===== config.mk =====
export PLATFORM = sky130hd
export DESIGN_NAME = pri_dec_buf_flat
export DESIGN_NICKNAME = d
export VERILOG_FILES = /design/src/rtl/dec_pkg.sv /design/src/rtl/pri_dec_buf_if.sv /design/src/rtl/pri_dec.sv /design/src/rtl/pri_dec_buf.sv /design/src/flat_wrapper.sv
export SDC_FILE = /design/constraint.sdc
export NUM_CORES = 1
export LEC_CHECK = 0
export ABC_AREA = 1
export BUFFER_PORTS_ARGS = -buffer_cell sky130_fd_sc_hd__buf_4
export CORE_MARGIN = 2
export CORE_UTILIZATION = 50
export CTS_CLUSTER_SIZE = 12
export DETAILED_ROUTE_END_ITERATION = 10
export PLACE_DENSITY = 0.79
export SYNTH_ARGS = -nofsm -noshare
export SYNTH_HDL_FRONTEND = slang
export SYNTH_SLANG_ARGS = --single-unit

===== constraint.sdc =====
create_clock -name clk -period 1.6 [get_ports clk]
set_input_delay 0.24 -clock clk [delete_from_list [all_inputs] [get_ports clk]]
set_output_delay 0.24 -clock clk [all_outputs]
set_load 0.1 [all_outputs]

===== src/rtl/dec_pkg.sv =====
// Shared definitions for buffered decoders: skid-buffer occupancy states
// and the polarity/enable constants used by the decode stage.
package dec_pkg;

  typedef enum logic [1:0] {
    EMPTY = 2'd0,
    ONE   = 2'd1,
    FULL  = 2'd2
  } buf_state_e;

  localparam logic ACT_HIGH   = 1'b1;
  localparam logic ACT_LOW    = 1'b0;
  localparam logic EN_ENABLE  = 1'b1;
  localparam logic EN_DISABLE = 1'b0;

endpackage


===== src/rtl/pri_dec_buf_if.sv =====
// Request/response bundle for the buffered decoder. The slave view is the
// decoder itself; the master view is whoever feeds and drains it.
interface pri_dec_buf_if #(
  parameter int OUT = 16,
  parameter int IN  = $clog2(OUT)
);
  logic           in_valid;
  logic           in_ready;
  logic           in_en;
  logic [IN-1:0]  in;
  logic           out_valid;
  logic           out_ready;
  logic [OUT-1:0] out;
  logic           out_err;

  modport slave (
    input  in_valid, in_en, in, out_ready,
    output in_ready, out_valid, out, out_err
  );

  modport master (
    output in_valid, in_en, in, out_ready,
    input  in_ready, out_valid, out, out_err
  );
endinterface


===== src/rtl/pri_dec.sv =====
// Combinational binary-to-one-hot decode with selectable active level.
// Out-of-range indices produce an all-inactive vector and flag err_o.
module pri_dec
  import dec_pkg::*;
#(
  parameter int   OUT = 16,
  parameter int   IN  = $clog2(OUT),
  parameter logic ACT = ACT_HIGH
) (
  input  logic           en_i,
  input  logic [IN-1:0]  idx_i,
  output logic [OUT-1:0] vec_o,
  output logic           err_o
);

  logic [31:0] idx_ext;

  assign idx_ext = 32'(idx_i);

  // Drive the matching bit to ACT; everything else stays inactive.
  always_comb begin
    vec_o = {OUT{~ACT}};
    err_o = 1'b0;
    if (en_i == EN_ENABLE) begin
      if (idx_ext >= 32'(OUT)) begin
        err_o = 1'b1;
      end else begin
        for (int i = 0; i < OUT; i++) begin
          if (idx_ext == 32'(i)) vec_o[i] = ACT;
        end
      end
    end
  end

endmodule


===== src/rtl/pri_dec_buf.sv =====
// Decoder with a 2-entry skid buffer on the output. Decode happens at the
// input so both registers hold finished vectors; in_ready depends only on
// registered state, so there is no combinational path from out_ready.
//
//   state | meaning
//   ------+-------------------------------------------
//   EMPTY | no entry held, out is all inactive
//   ONE   | main register valid and driving out
//   FULL  | main valid plus one overflow entry in skid
module pri_dec_buf
  import dec_pkg::*;
#(
  parameter int   OUT = 16,
  parameter int   IN  = $clog2(OUT),
  parameter logic ACT = ACT_HIGH
) (
  input  logic           clk,
  input  logic           reset_,
  pri_dec_buf_if.slave   bus
);

  localparam logic [OUT-1:0] IDLE_VEC = {OUT{~ACT}};

  buf_state_e     state_q, state_d;
  logic [OUT-1:0] main_vec_q, main_vec_d;
  logic           main_err_q, main_err_d;
  logic [OUT-1:0] skid_vec_q, skid_vec_d;
  logic           skid_err_q, skid_err_d;

  logic [OUT-1:0] new_vec;
  logic           new_err;
  logic           in_ready;
  logic           out_valid;
  logic           accept;
  logic           emit;

  pri_dec #(
    .OUT (OUT),
    .IN  (IN),
    .ACT (ACT)
  ) u_dec (
    .en_i  (bus.in_en),
    .idx_i (bus.in),
    .vec_o (new_vec),
    .err_o (new_err)
  );

  assign in_ready  = (state_q != FULL);
  assign out_valid = (state_q != EMPTY);
  assign accept    = bus.in_valid & in_ready;
  assign emit      = out_valid & bus.out_ready;

  assign bus.in_ready  = in_ready;
  assign bus.out_valid = out_valid;
  assign bus.out       = main_vec_q;
  assign bus.out_err   = main_err_q;

  // Next-state and register loads; main is cleared when it empties so out
  // already reads inactive whenever out_valid is low.
  always_comb begin
    state_d    = state_q;
    main_vec_d = main_vec_q;
    main_err_d = main_err_q;
    skid_vec_d = skid_vec_q;
    skid_err_d = skid_err_q;
    case (state_q)
      EMPTY: begin
        if (accept) begin
          state_d    = ONE;
          main_vec_d = new_vec;
          main_err_d = new_err;
        end
      end
      ONE: begin
        if (accept && !emit) begin
          state_d    = FULL;
          skid_vec_d = new_vec;
          skid_err_d = new_err;
        end else if (!accept && emit) begin
          state_d    = EMPTY;
          main_vec_d = IDLE_VEC;
          main_err_d = 1'b0;
        end else if (accept && emit) begin
          main_vec_d = new_vec;
          main_err_d = new_err;
        end
      end
      FULL: begin
        if (emit) begin
          state_d    = ONE;
          main_vec_d = skid_vec_q;
          main_err_d = skid_err_q;
          skid_vec_d = IDLE_VEC;
          skid_err_d = 1'b0;
        end
      end
      default: begin
        state_d    = EMPTY;
        main_vec_d = IDLE_VEC;
        main_err_d = 1'b0;
        skid_vec_d = IDLE_VEC;
        skid_err_d = 1'b0;
      end
    endcase
  end

  // State and data registers; reset drops both entries at once.
  always_ff @(posedge clk or negedge reset_) begin
    if (!reset_) begin
      state_q    <= EMPTY;
      main_vec_q <= IDLE_VEC;
      main_err_q <= 1'b0;
      skid_vec_q <= IDLE_VEC;
      skid_err_q <= 1'b0;
    end else begin
      state_q    <= state_d;
      main_vec_q <= main_vec_d;
      main_err_q <= main_err_d;
      skid_vec_q <= skid_vec_d;
      skid_err_q <= skid_err_d;
    end
  end

endmodule


===== src/flat_wrapper.sv =====
// flat-port wrapper written by rule: the top's interface ports become plain ports
module pri_dec_buf_flat import dec_pkg::*;
#(
  parameter int   OUT = 16,
  parameter int   IN  = $clog2(OUT),
  parameter logic ACT = ACT_HIGH
)
  (clk, reset_, bus_in_valid, bus_in_en, bus_in, bus_out_ready, bus_in_ready, bus_out_valid, bus_out, bus_out_err);
  pri_dec_buf_if #(.OUT(OUT), .IN(IN)) bus_i ();
  input  logic clk;
  input  logic reset_;
  input wire logic [$bits(bus_i.in_valid)-1:0] bus_in_valid;
  input wire logic [$bits(bus_i.in_en)-1:0] bus_in_en;
  input wire logic [$bits(bus_i.in)-1:0] bus_in;
  input wire logic [$bits(bus_i.out_ready)-1:0] bus_out_ready;
  output wire logic [$bits(bus_i.in_ready)-1:0] bus_in_ready;
  output wire logic [$bits(bus_i.out_valid)-1:0] bus_out_valid;
  output wire logic [$bits(bus_i.out)-1:0] bus_out;
  output wire logic [$bits(bus_i.out_err)-1:0] bus_out_err;
  assign bus_i.in_valid = bus_in_valid;
  assign bus_i.in_en = bus_in_en;
  assign bus_i.in = bus_in;
  assign bus_i.out_ready = bus_out_ready;
  assign bus_in_ready = bus_i.in_ready;
  assign bus_out_valid = bus_i.out_valid;
  assign bus_out = bus_i.out;
  assign bus_out_err = bus_i.out_err;
  pri_dec_buf #(.OUT(OUT), .IN(IN), .ACT(ACT)) u_core (.clk(clk), .reset_(reset_), .bus(bus_i));
endmodule

* Word-level counts from Yosys, hierarchy flattened
Cells that the tools add are included.
W data, S select, Z words.
** Cells by class
- $lt $le $gt $ge :: 1
- Equality and inequality tests :: 24
- Muxes and demuxes :: 43
- Bitwise operators :: 3
- Reduce and logical (&&, ||, !) cells :: 11
** Operators by type and width (number)
- $mux W16 :: 9
- $pmux W16 S3 :: 2
- $eq A4 B4 Y1 const B :: 8
- $logic_not A32 Y1 :: 1
- $mux W1 :: 25
- $eq A4 B3 Y1 const B :: 4
- $eq A4 B2 Y1 const B :: 2
- $mux W2 :: 4
- $ne A2 B1 Y1 const B :: 3
- $ne A3 B1 Y1 const B :: 2
- $pmux W1 S3 :: 2
- $pmux W2 S3 :: 1
- $reduce_and A3 Y1 :: 2
- $ge A4 B5 Y1 const B :: 1
- $eq A4 B1 Y1 const B :: 1
- $ne A2 B2 Y1 const B :: 2
- $reduce_and A4 Y1 :: 1
- $logic_and A1 B1 Y1 :: 3
- $and A1 B1 Y1 :: 2
- $eq A2 B1 Y1 const B :: 1
- $eq A2 B2 Y1 const B :: 1
- $logic_not A1 Y1 :: 2
- $logic_not A2 Y1 :: 1
- $reduce_bool A2 Y1 :: 1
- $not A1 Y1 :: 1
** Storage, ports and cells
- Bits in registers :: 36
- Bits of input ports :: 9
- Output and inout port bits :: 19
- Word-level logic and storage cells :: 87

* Depth between registers and ports, before layout
- Depth in word-level cells :: 8
- Gate-level depth with buffers :: 9
- Gate-level depth less buffers :: 8

* Cells and area by module
From an unflattened synthesis, not the netlist that was laid out.
** Unflattened totals
- Cells, all modules :: 345
- Area total of the unflattened synthesis :: 2210.9 sq um
** By module, submodules not included
- pri_dec_buf :: instances 1, cells an instance 311, area each 2072.0 sq um, sequential area each 900.9 sq um
- pri_dec :: instances 1, cells an instance 34, area each 138.9 sq um, sequential area each 0.0 sq um

* Least setup slack after synthesis
No wires, ideal clock.
- Kind :: flip-flop to output port
- Start :: reg u_core.state_q[1]
- End :: out bus_in_ready
- Data arrival time :: 1.363 ns
- Required time :: 1.360 ns
- Path slack :: -0.003 ns
- Stages on the path, launching flop included :: 5
- Path buffers :: 1
- Cells stage by stage :: dfrtp_1 > inv_2 > nor2_4 > buf_2 > inv_1
** On the way
- Word-level cells in the longest chain between the ends :: 1
** RTL lines
- start, declared :: RTL line pri_dec_buf.sv:24 : buf_state_e state_q, state_d;
- start signal, assigned :: RTL line pri_dec_buf.sv:116 : state_q <= state_d;
- $ne A2 B2 Y1 :: RTL line pri_dec_buf.sv:48 : assign in_ready = (state_q != FULL);
- end, declared :: RTL line flat_wrapper.sv:16 : output wire logic [$bits(bus_i.in_ready)-1:0] bus_in_ready;
No other way between the ends.

* Final worst setup path
Ends and elaborated chain as after synthesis.

==> key figures <==
Worst setup path
  • CP Buf/Inv Count: 3
  • CP cell instances: inv_2 > nor2_4 > clkinvlp_4 > buf_4
  • Crit-path slowest cell: dfrtp_2
  • CP max stage delay: 0.45 ns
  • Crit Path Category: reg -> out
  • Crit. End Element: output port
  • Critical path peak fanout: 4
  • CP arrival: 1.29 ns
  • Startpoint Class: register
  • Critical Path RT: 1.36 ns
  • Crit path max-delay family: buffers and inverters

Clock tree
  • H-tree Lvls: 2
  • Reg clk slew, reported paths: approximately 0.090 ns
  • Clock Sinks: 34
  • Post-CTS Setup Bufs: 0
  • Root buffer cell: clkbuf_4
  • CTS tree: done
  • Clock Tree Buf Depth: 2
  • CTS buffer count: 5
  • Worst-skew pair later-pin latency: 0.35 ns

Die
  • Die area: about 0.004 mm^2
  • # IOs: 28
  • Die Ht: between 60 and 70 um
  • Horiz. Die Dim: 63.61 um
  • Initial Utilization: 0.5283
  • CORE AREA: 0.003363 mm^2
  • Row count: 21

Power and ir drop
  • Power Dens Cells: roughly 1300 mW/mm^2
  • Worst vdd ir: 0.0006341 V
  • Total power: 2.673 mW
  • Leakage: 1.204 nW

Synth
  • #FFs+latches synth: 34
  • Most common cell in the netlist: nand2_1
  • Post-synth top area cell: dfrtp_1
  • Yosys cell types: 19
  • Post-Syn Nets: 254
  • Dominant synthesized flop cell: dfrtp_1
  • Number of synthesized flops with an enable pin: 0
  • Sequential area share after synthesis: 0.4789
  • Synth top cells by count: 125 x nand2_1, 37 x nand3_1, 34 x dfrtp_1, 18 x nor2_1, 8 x inv_1
  • Synth async-reset ratio: 1.000
  • Yosys warnings: 0
  • Synthesized area: 0.001777 mm^2
  • Gate Count Post-Synth: around 250
  • Syn_area_per_cell: 7.252 um^2
  • Leading post-synthesis cells by cell area: dfrtp_1 48%, nand2_1 26%, nand3_1 10%
  • Post-synth top area share: 0.4789

Finish
  • Synth-to-Final Area Change: 17.18%
  • Share of cells above drive strength 1: 0.1848
  • Diode count: 0
  • Final net count: roughly 280

Placement
  • Input/output buffers: 26
  • RePlAce Congestion: ~0.94
  • Post-DP HPWL: 2.654 mm

STA
  • Max Clk Rate: 0.6517 GHz
  • Final count of hold timing violations: 0
  • Setup-failing EPs final: 0
  • RSZ-0062 raised after global routing: no
  • Setup Skew: 0.01399 ns
  • Tmin final: 1.534 ns
  • Final setup TNS: 0 ns
  • Part of the cycle the worst path needs: 0.9590
  • Fin. max-slew vios: 0

Routing
  • Vias: ~1600
  • Initial DRC Count: 103
  • Vias per std cell: ~5
  • DRC: 0
  • DRT antenna net count: 0
  • Router iterations before antenna repair: 4
  • Drt total wl: roughly 4 mm
  • Avg WL per Cell: 12.11 um

Global routing
  • Number of global-route vias before repair: 1515
  • Grt ovf: 0
  • Largest net degree at the start of global routing: 35
  • GR Util All Layers: 0.2201
  • Global-route wire length before repair: a little under 7 mm
  • Initial antenna violation count: 0

Status
  • Status: finished clean

Flow run
  • Max_cap viols: 0

Hold path
  • Hold Path Class: in -> reg
[worst register-to-register path, stage by stage, from the launching register on]
cell and delay, ns:
dfrtp_1 0.44, inv_2 0.09, nand2_4 0.11, nand3_2 0.11, o21ai_4 0.09, buf_4 0.25
nand2_1 0.08, nand2_1 0.06
[worst paths after layout]
path                                                startpoint  slack, ns  cells after the start                                to
min in group asynchronous                               reset_       0.37                      2  u_core.skid_vec_q[3]$_DFFE_PN0P_
worst max-delay path             u_core.state_q[1]$_DFFE_PN0P_       0.07                      4                      bus_in_ready
worst max register to register   u_core.state_q[0]$_DFFE_PN0P_       0.32                      7     u_core.bus.out[1]$_DFFE_PN0P_
worst min-delay path                             bus_out_ready       0.21                      4     u_core.state_q[0]$_DFFE_PN0P_
max in group asynchronous                               reset_       0.90                      2     u_core.state_q[1]$_DFFE_PN0P_
worst min register to register  u_core.bus.out[11]$_DFFE_PN0P_       0.49                      2    u_core.bus.out[11]$_DFFE_PN0P_
[through the flow]
stage               hold slack, ns    util  setup slack, ns  instance area (um^2)  cells
floorplan                 -0.05559       -          0.06403                  1780    245
global placement            0.2083  0.5967           0.3520                  2007    313
detailed placement          0.2170  0.5967           0.3125                  2007    313
CTS                         0.1987  0.6176          0.02727                  2077    322
global route                0.2339  0.6190         0.002594                  2082    322
finish                      0.2059  0.6190          0.06553                  2082    322
[sequential cells by signal, summed over array words and instances (netlist names)]
register and count:
u_core.state_q 2, u_core.skid_vec_q 16, u_core.bus.out 16
[layer usage]
layer / GRT usage / wire, um / share of wire / vias up
li1: - / - / - / 825
met1: 0.2910 / 1867 / 0.48 / 722
met2: 0.3368 / 1718 / 0.44 / 50
met3: 0.05000 / 244 / 0.063 / 5
met4: 0.1141 / 68 / 0.017 / 0
met5: 0 / 0 / 0 / -
[cell type report]
| type | instances | area (um^2) |
|---|---|---|
| timing repair buffer | 32 | 246.5 |
| inverter | 11 | 47.55 |
| clock inverter | 1 | 5.005 |
| tap | 46 | 57.56 |
| clock buffer | 7 | 55.05 |
| multi-input combinational | 191 | 818.3 |
| sequential | 34 | 852.1 |
| fill | 322 | 1281 |
[kinds of logic (layout without fill, tap and decap cells)]
group | count (synthesis) | after routing | share of synthesized area
simple gates | 187 | 187 | 0.4415
flops | 34 | 34 | 0.4789
buf+inv | 20 | 51 | 0.06056
other cells | 1 | 1 | 0.002111
xor+xnor | 1 | 1 | 0.004930
compound gates | 2 | 2 | 0.01197
[power by group]
part           internal [mW]  switching (mW)
logic                  0.259           0.928
registers              0.928          0.0552
clock network          0.213           0.290
[placed cells by master, fill, tap and decap left out, drive strengths merged, types with 7 or more instances in the layout]
cell / instances
buf: 31
nand3: 38
nand2: 129
dfrtp: 34
inv: 10
nor2: 20
clkbuf: 7
[repair_timing]
item | CTS | global route
hold endpoints to repair | 34 | 0
hold buffers | 1 | 0
resized for setup | 0 | 2
setup endpoints to repair | 0 | 2
Note: power is estimated with default switching activity, not from simulation.
